--- config.mk ---
export PLATFORM = sky130hd
export DESIGN_NAME = dest_reg_scoreboard
export DESIGN_NICKNAME = d
export VERILOG_FILES = /design/src/rtl/dest_reg_scoreboard.sv
export SDC_FILE = /design/constraint.sdc
export NUM_CORES = 1
export LEC_CHECK = 0
export BUFFER_PORTS_ARGS = -buffer_cell sky130_fd_sc_hd__buf_2
export CORE_UTILIZATION = 40
export CTS_BUF_LIST = sky130_fd_sc_hd__clkbuf_8
export CTS_CLUSTER_DIAMETER = 40
export DETAILED_ROUTE_END_ITERATION = 6
export MAX_ROUTING_LAYER = met4
export PLACE_DENSITY = 0.57
export SYNTH_ARGS = -nofsm -noshare
export SYNTH_HDL_FRONTEND = slang
export SYNTH_SLANG_ARGS = --single-unit
--- constraint.sdc ---
create_clock -name Clk -period 8.2 [get_ports Clk]
set_clock_uncertainty 0.2 [all_clocks]
set_input_delay 0.82 -clock Clk [delete_from_list [all_inputs] [get_ports Clk]]
set_output_delay 0.82 -clock Clk [all_outputs]
set_load 0.005 [all_outputs]
--- src/rtl/dest_reg_scoreboard.sv ---
// Destination-register scoreboard: counts in-flight writes per architectural
// register and flags RAW hazards for the ID-stage source operands.
module dest_reg_scoreboard #(
  parameter int CNT_W = 2,
  parameter int TOT_W = 6
) (
  input  logic             Clk,
  input  logic             Reset,
  input  logic             IssueValid,
  input  logic [4:0]       IssueReg,
  input  logic             RetireValid,
  input  logic [4:0]       RetireReg,
  input  logic [4:0]       SrcA,
  input  logic [4:0]       SrcB,
  output logic             PendingA,
  output logic             PendingB,
  output logic             IssueAccept,
  output logic             Stall,
  output logic [TOT_W-1:0] InFlight,
  output logic             Underflow
);

  localparam logic [CNT_W-1:0] CntMax = {CNT_W{1'b1}};
  localparam logic [CNT_W-1:0] CntOne = CNT_W'(1);

  // Entry 0 exists only so lookups can index directly; it is held at zero.
  logic [CNT_W-1:0] cnt [32];

  logic [CNT_W-1:0] issueCnt;
  logic [CNT_W-1:0] retireCnt;
  logic             retireSame;
  logic             incValid;
  logic             decValid;
  logic             retireEmpty;

  // A retiring write to the same register frees its own slot in this cycle,
  // and the write-first register file makes it invisible to readers.
  function automatic logic pendingCalc(
    input logic [4:0]       src,
    input logic [CNT_W-1:0] srcCnt,
    input logic             retValid,
    input logic [4:0]       retReg
  );
    logic bypass;
    bypass = retValid && (retReg == src) && (srcCnt == CntOne);
    return (src != 5'd0) && (srcCnt != '0) && !bypass;
  endfunction

  always_comb begin
    issueCnt    = cnt[IssueReg];
    retireCnt   = cnt[RetireReg];
    retireSame  = RetireValid && (RetireReg == IssueReg);
    IssueAccept = IssueValid &&
                  ((IssueReg == 5'd0) || (issueCnt != CntMax) || retireSame);
    incValid    = IssueAccept && (IssueReg != 5'd0);
    decValid    = RetireValid && (RetireReg != 5'd0) && (retireCnt != '0);
    retireEmpty = RetireValid && (RetireReg != 5'd0) && (retireCnt == '0);
    PendingA    = pendingCalc(SrcA, cnt[SrcA], RetireValid, RetireReg);
    PendingB    = pendingCalc(SrcB, cnt[SrcB], RetireValid, RetireReg);
    Stall       = PendingA || PendingB || (IssueValid && !IssueAccept);
  end

  always_ff @(posedge Clk) begin
    cnt[0] <= '0;
    if (Reset) begin
      for (int r = 1; r < 32; r++) cnt[r] <= '0;
      InFlight  <= '0;
      Underflow <= 1'b0;
    end else begin
      for (int r = 1; r < 32; r++) begin
        if (incValid && (IssueReg == 5'(r)) && !(decValid && (RetireReg == 5'(r))))
          cnt[r] <= cnt[r] + CntOne;
        else if (decValid && (RetireReg == 5'(r)) && !(incValid && (IssueReg == 5'(r))))
          cnt[r] <= cnt[r] - CntOne;
      end
      case ({incValid, decValid})
        2'b10:   InFlight <= InFlight + TOT_W'(1);
        2'b01:   InFlight <= InFlight - TOT_W'(1);
        default: InFlight <= InFlight;
      endcase
      if (retireEmpty) Underflow <= 1'b1;
    end
  end

endmodule

### Word-level counts from Yosys, hierarchy flattened

Memory sizes are Yosys's and may differ from the RTL's.
Index checks and enable logic that the tools add are counted.

| operators by class | value |
|---|---|
| $add $sub $neg | 64 |
| eq/ne operators | 70 |
| mux-type cells | 282 |
| bitwise logic cells | 62 |
| reduce and logical (&&, ||, !) cells | 218 |

Operators by type and width:

| cell | number |
|---|---|
| 1-bit two-way mux | 219 |
| 5-bit equality test (second input constant) | 32 |
| 1-bit logical AND | 139 |
| 2-bit two-way mux | 62 |
| 5-bit by 4-bit equality test with 1-bit output (second input constant) | 16 |
| 1-bit logical NOT | 65 |
| 2-bit by 1-bit adder with 2-bit output (second input constant) | 31 |
| 1-bit OR | 62 |
| 2-bit by 1-bit subtractor with 2-bit output (second input constant) | 31 |
| 5-bit by 3-bit equality test with 1-bit output (second input constant) | 8 |
| 5-bit by 2-bit equality test with 1-bit output (second input constant) | 4 |
| 5-bit nonzero test | 4 |
| 5-bit equality test | 3 |
| 6-bit case mux with 2 select lines | 1 |
| 5-bit by 1-bit equality test with 1-bit output (second input constant) | 2 |
| 2-bit nonzero test | 4 |
| 6-bit by 1-bit adder with 6-bit output (second input constant) | 1 |
| 2-bit by 1-bit equality test with 1-bit output (second input constant) | 3 |
| 6-bit by 1-bit subtractor with 6-bit output (second input constant) | 1 |
| 5-bit logical NOT | 1 |
| 1-bit logical OR | 4 |
| 2-bit equality test (second input constant) | 1 |
| 2-bit logical NOT | 1 |
| 2-bit inequality test (second input constant) | 1 |

| word-level totals | value |
|---|---|
| register bits | 7 |
| RAM bits | 64 |
| bits of input ports | 24 |
| output and inout port bits | 11 |
| memories kept | 1 |

Memories:

| name | depth | width | read ports | clocked after memory_dff | wr ports | RTL line | RTL |
|---|---|---|---|---|---|---|---|
| cnt | 32 | 2 | 35 | 0 | 32 | 27 | `logic [CNT_W-1:0] cnt [32];` |

### Longest topological paths before layout

An unclocked memory read counts as a cell.

| depth | value |
|---|---|
| depth after elaboration | 14 |
| depth in mapped cells | 20 |

### Worst setup path before layout

OpenSTA, ideal clock, no wires.

| path | value |
|---|---|
| path type | input port to flip-flop |
| start | in RetireReg[0] |
| end | reg InFlight[5] |
| library setup time | 70 ps |
| arrival | 4,118 ps |
| slack | 3,811 ps |
| stages on the path | 17 |
| buffers on the path | 3 |
| cell sequence | buf_2 -> buf_6 -> nor3_1 -> a211oi_1 -> a211o_1 -> a2111oi_4 -> buf_2 -> nor3_1 -> ha_1 -> ha_1 -> a21o_1 -> a21oi_1 -> o21bai_1 -> a21oi_1 -> xnor2_1 -> or3_1 -> a21oi_1 |

| on the way | value |
|---|---|
| longest elaborated chain between the ends | 7 |

Ends and longest elaborated chain:

| item | RTL line | RTL |
|---|---|---|
| start: declaration | 12 | `input logic [4:0] RetireReg,` |
| parallel branches: the longest is 7 deep, another holds memory 32 x 2 bit | - |  |
| end signal: assignment | 77 | `2'b10: InFlight <= InFlight + TOT_W'(1);` |
| end signal: assignment | 78 | `2'b01: InFlight <= InFlight - TOT_W'(1);` |
| end signal: assignment | 79 | `default: InFlight <= InFlight;` |
| end: declaration | 19 | `output logic [TOT_W-1:0] InFlight,` |

Several ways; the timed one is not identified.
A chain may end at the register's enable or synchronous reset.

### Final worst setup path

| path | value |
|---|---|
| start | in IssueReg[1] |
| end | reg InFlight[5] |

| on the way | value |
|---|---|
| longest elaborated chain between the ends | 8 |

Ends and longest elaborated chain:

| item | RTL line | RTL |
|---|---|---|
| start: declaration | 10 | `input logic [4:0] IssueReg,` |
| memory 32 x 2 bit | - |  |
| 2-bit inequality test | 54 | `((IssueReg == 5'd0) \|\| (issueCnt != CntMax) \|\| retireSame);` |
| 1-bit logical OR (2 in series) | 54 |  |
| 1-bit logical AND | 53 | `IssueAccept = IssueValid &&` |
| 1-bit logical AND (*) | 55 | `incValid = IssueAccept && (IssueReg != 5'd0);` |
| 2-bit by 1-bit equality test with 1-bit output / 2-bit equality test (equally long branches) | 76 | `case ({incValid, decValid})` |
| 6-bit case mux with 2 select lines / 2-bit nonzero test (equally long branches) | - |  |

Mark *: on every way between the ends. The rest lies on a longest branch, timed or not.

==> flow_metrics.tcl <==
set metrics [dict create \
    finalNonFillerCells 938 \
    hold_depth 1 \
    synth_top_area_share_pct 28.1 \
    hpwlAfterDp_um 15800 \
    insertedDiodeCount 0 \
    cts_tree "yes" \
    rows 46 \
    critPathMaxFanout 24 \
    drive_gt1_share_pct 16.3 \
    chipWidth_um 131 \
    start_util_pct 41.4 \
    tns_ns 0 \
    setup_viol 0 \
    syn_avg_cell_area_um2 9.15 \
    path_delay_family "compound AO/OA/AOI/OAI gates" \
    cts-htree-levels 3 \
    synth_area_leaders "edfxtp_1, mux4_2, xor2_1" \
    post-place-ws_ns 3.13 \
    cp_common_cell "a21oi_1" \
    rsz0062_at_grt "false" \
    min_from "Underflow$_SDFFE_PP0P_" \
    synth_area_um2 6630 \
    cts-root-buf "clkbuf_8" \
    reg2reg_from "cnt[7][0]$_SDFFCE_PN0P_" \
    finalNetCount 747 \
    dr.first_iter.drc_count 658 \
    hold_path.class "flop to flop" \
    grt-ovfl-total 0 \
    ys_types 66 \
    cts_setup_buffers 0 \
    num_io_pins 35 \
    yosysTopAreaCell "edfxtp_1" \
    cp_cell_sequence "buf_2 -> nor2b_1 -> a22oi_1 -> o221ai_1 -> nand4b_1 -> a21oi_1 -> nor2b_1 -> o21ai_0 -> ha_1 -> ha_1 -> a21o_1 -> a21oi_1 -> o21bai_1 -> a21oi_1 -> xnor2_1 -> or3_1 -> a21oi_1" \
    drt-pass1-iter-count 5 \
    clk-insertion-delay-late_ns 0.37 \
    layout_setup_ws_ns 3.39 \
    max-vdd-ir-drop_mv 0.0730 \
    timing.final.crit_period_ns 4.81 \
    grt_pass1_vias 5849 \
    num_vias 6019 \
    synthFlopType "edfxtp_1" \
    cp-start-kind "input pin" \
    relSlewSlack_pct 10.6 \
    rr_endpoint "InFlight[5]$_SDFFE_PP0P_" \
    path_buf_inv 1 \
    outcome "completed" \
    layout_commonest_cell "nand2_1" \
    wire_per_inst_um 22.8 \
    die-area_um2 17100 \
    synth-seq-area-share_pct 30.2 \
    whs_ns 0.296 \
    post-place-cells 922 \
    final_cell_mix "nand2_1, nor2_1, edfxtp_1" \
    slowest_stage "nor2b_1" \
    final_util_pct 44.5 \
    drv_slew 0 \
    reg2reg_slack_ns 4.10 \
    hold_end "Underflow$_SDFFE_PP0P_" \
    ys_ff_latch 69 \
    grt_use_total_pct 26.9 \
    clk_path_buf_depth 2 \
    grt_max_degree 82 \
    cp_data_required_time_ns 8.30 \
    gp_congestion 0.980 \
    syn2layout_area_growth_pct 7.36 \
    syn_nets 754 \
    cp-end-kind "flop" \
    slowest_delay_ns 0.71 \
    maxCapViolCount 0 \
    syn_inst 724 \
    yosys_warnings 0 \
    drc 0 \
    io_buffers 34 \
    clkTransAtPathRegs_ns 0.08 \
    cts.repair.resized 0 \
    via_per_inst 6.42 \
    cts_num_sinks 69 \
    rr_worst_depth 16 \
    arrival_ns 4.91 \
    core-area_um2 16000 \
    fillers 1604 \
    cts_buffers 9 \
    drt_wl_total_um 21400 \
    antenna_found_initial 0 \
    p_leak_nw 2.57 \
    die_y_um 131 \
    async_flop_share_pct 0 \
    synth_enable_flop_cells 62 \
    tightest_slew_ns 1.33 \
    max_freq_ghz 0.208 \
    ctsHoldBuffers 0 \
    finalHoldViolCount 0 \
    power_density_nw_per_um2 153 \
    min_period_over_period_pct 58.7 \
    drtAntennaViolNets 0 \
    grt_pass1_wl_um 32800 \
    worst-setup-path-type "input pin to flop" \
]
kinds of logic (layout without fill, tap and decap cells):
family | after synthesis | count (layout) | synth area share, %
AND/OR/NAND/NOR | 337 | 337 | 25.3
AO/OA/AOI/OAI | 119 | 119 | 12.7
flip-flops | 69 | 69 | 30.2
XOR/XNOR | 68 | 68 | 8.99
buffers and inverters | 66 | 64 | 4.25
multiplexers | 59 | 59 | 17.4
adder cells (fa/ha/maj) | 6 | 6 | 1.25
cell type report:
| cell class | count | area [um2] | area share (%) |
|---|---|---|---|
| flip-flops and latches | 69 | 2000 | 28.1 |
| repair buffers | 39 | 208 | 2.92 |
| well taps | 216 | 270 | 3.80 |
| clock buffers | 11 | 151 | 2.13 |
| multi-input cells | 589 | 4340 | 61.0 |
| clock inverters | 5 | 106 | 1.49 |
| inverters | 9 | 33.8 | 0.475 |
metal layers:
| layer | routed length [um] | up-vias | global-route usage (%) |
|---|---|---|---|
| met5 | 0 | - | - |
| met4 | 538 | 0 | 10.1 |
| met3 | 1550 | 39 | 5.21 |
| met2 | 10300 | 291 | 43.4 |
| met1 | 9020 | 2971 | 33.5 |
| li1 | - | 2718 | - |
sequential cells by signal, summed over array words and instances (netlist names):
name,count
InFlight,6
Underflow,1
cnt,62
worst max-delay path by stage:
stage	start	end	slack, ns	depth (start not counted)
5_1_grt	IssueReg[1]	InFlight[5]$_SDFFE_PP0P_	3.17	17
6_report	IssueReg[1]	InFlight[5]$_SDFFE_PP0P_	3.39	17
4_1_cts	IssueReg[1]	InFlight[5]$_SDFFE_PP0P_	3.52	17
3_5_place_dp	IssueReg[1]	InFlight[5]$_SDFFE_PP0P_	3.13	17
3_3_place_gp	IssueReg[1]	InFlight[5]$_SDFFE_PP0P_	3.30	17
2_1_floorplan	RetireReg[0]	InFlight[5]$_SDFFE_PP0P_	3.81	17
synthesized netlist by cell type (4+ instances only):
master,number
buf_2,18
or3_1,18
ha_1,5
xnor2_1,16
nor2_1,83
o2111ai_1,6
mux4_2,44
a21oi_1,31
nand4_1,24
a22o_1,4
a41o_1,4
a211oi_1,9
nor3_1,45
nand2b_1,7
o211a_1,6
and3_1,8
mux2_2,7
dfxtp_1,7
nor4_1,6
nor2b_1,9
o21a_1,4
a211o_1,4
edfxtp_1,62
nand2_1,86
xor2_1,52
clkbuf_1,34
nand3_1,22
inv_1,8
o21ai_0,22
mux2i_1,8
through the flow:
step	power [mW]	instance area [um2]
2_1_floorplan	0.643	6630
3_3_place_gp	0.716	6860
3_5_place_dp	0.724	6860
4_1_cts	1.09	7110
5_1_grt	1.13	7110
6_report	1.09	7110
where the power goes:
| part | leakage (nW) | internal (mW) | total (mW) | switching [mW] |
|---|---|---|---|---|
| combinational | 1.75 | 0.111 | 0.273 | 0.162 |
| clock | 0.126 | 0.219 | 0.367 | 0.147 |
| sequential | 0.695 | 0.412 | 0.450 | 0.0383 |
| total | 2.57 | 0.742 | 1.09 | 0.348 |
(Power assumes the default switching activity.)
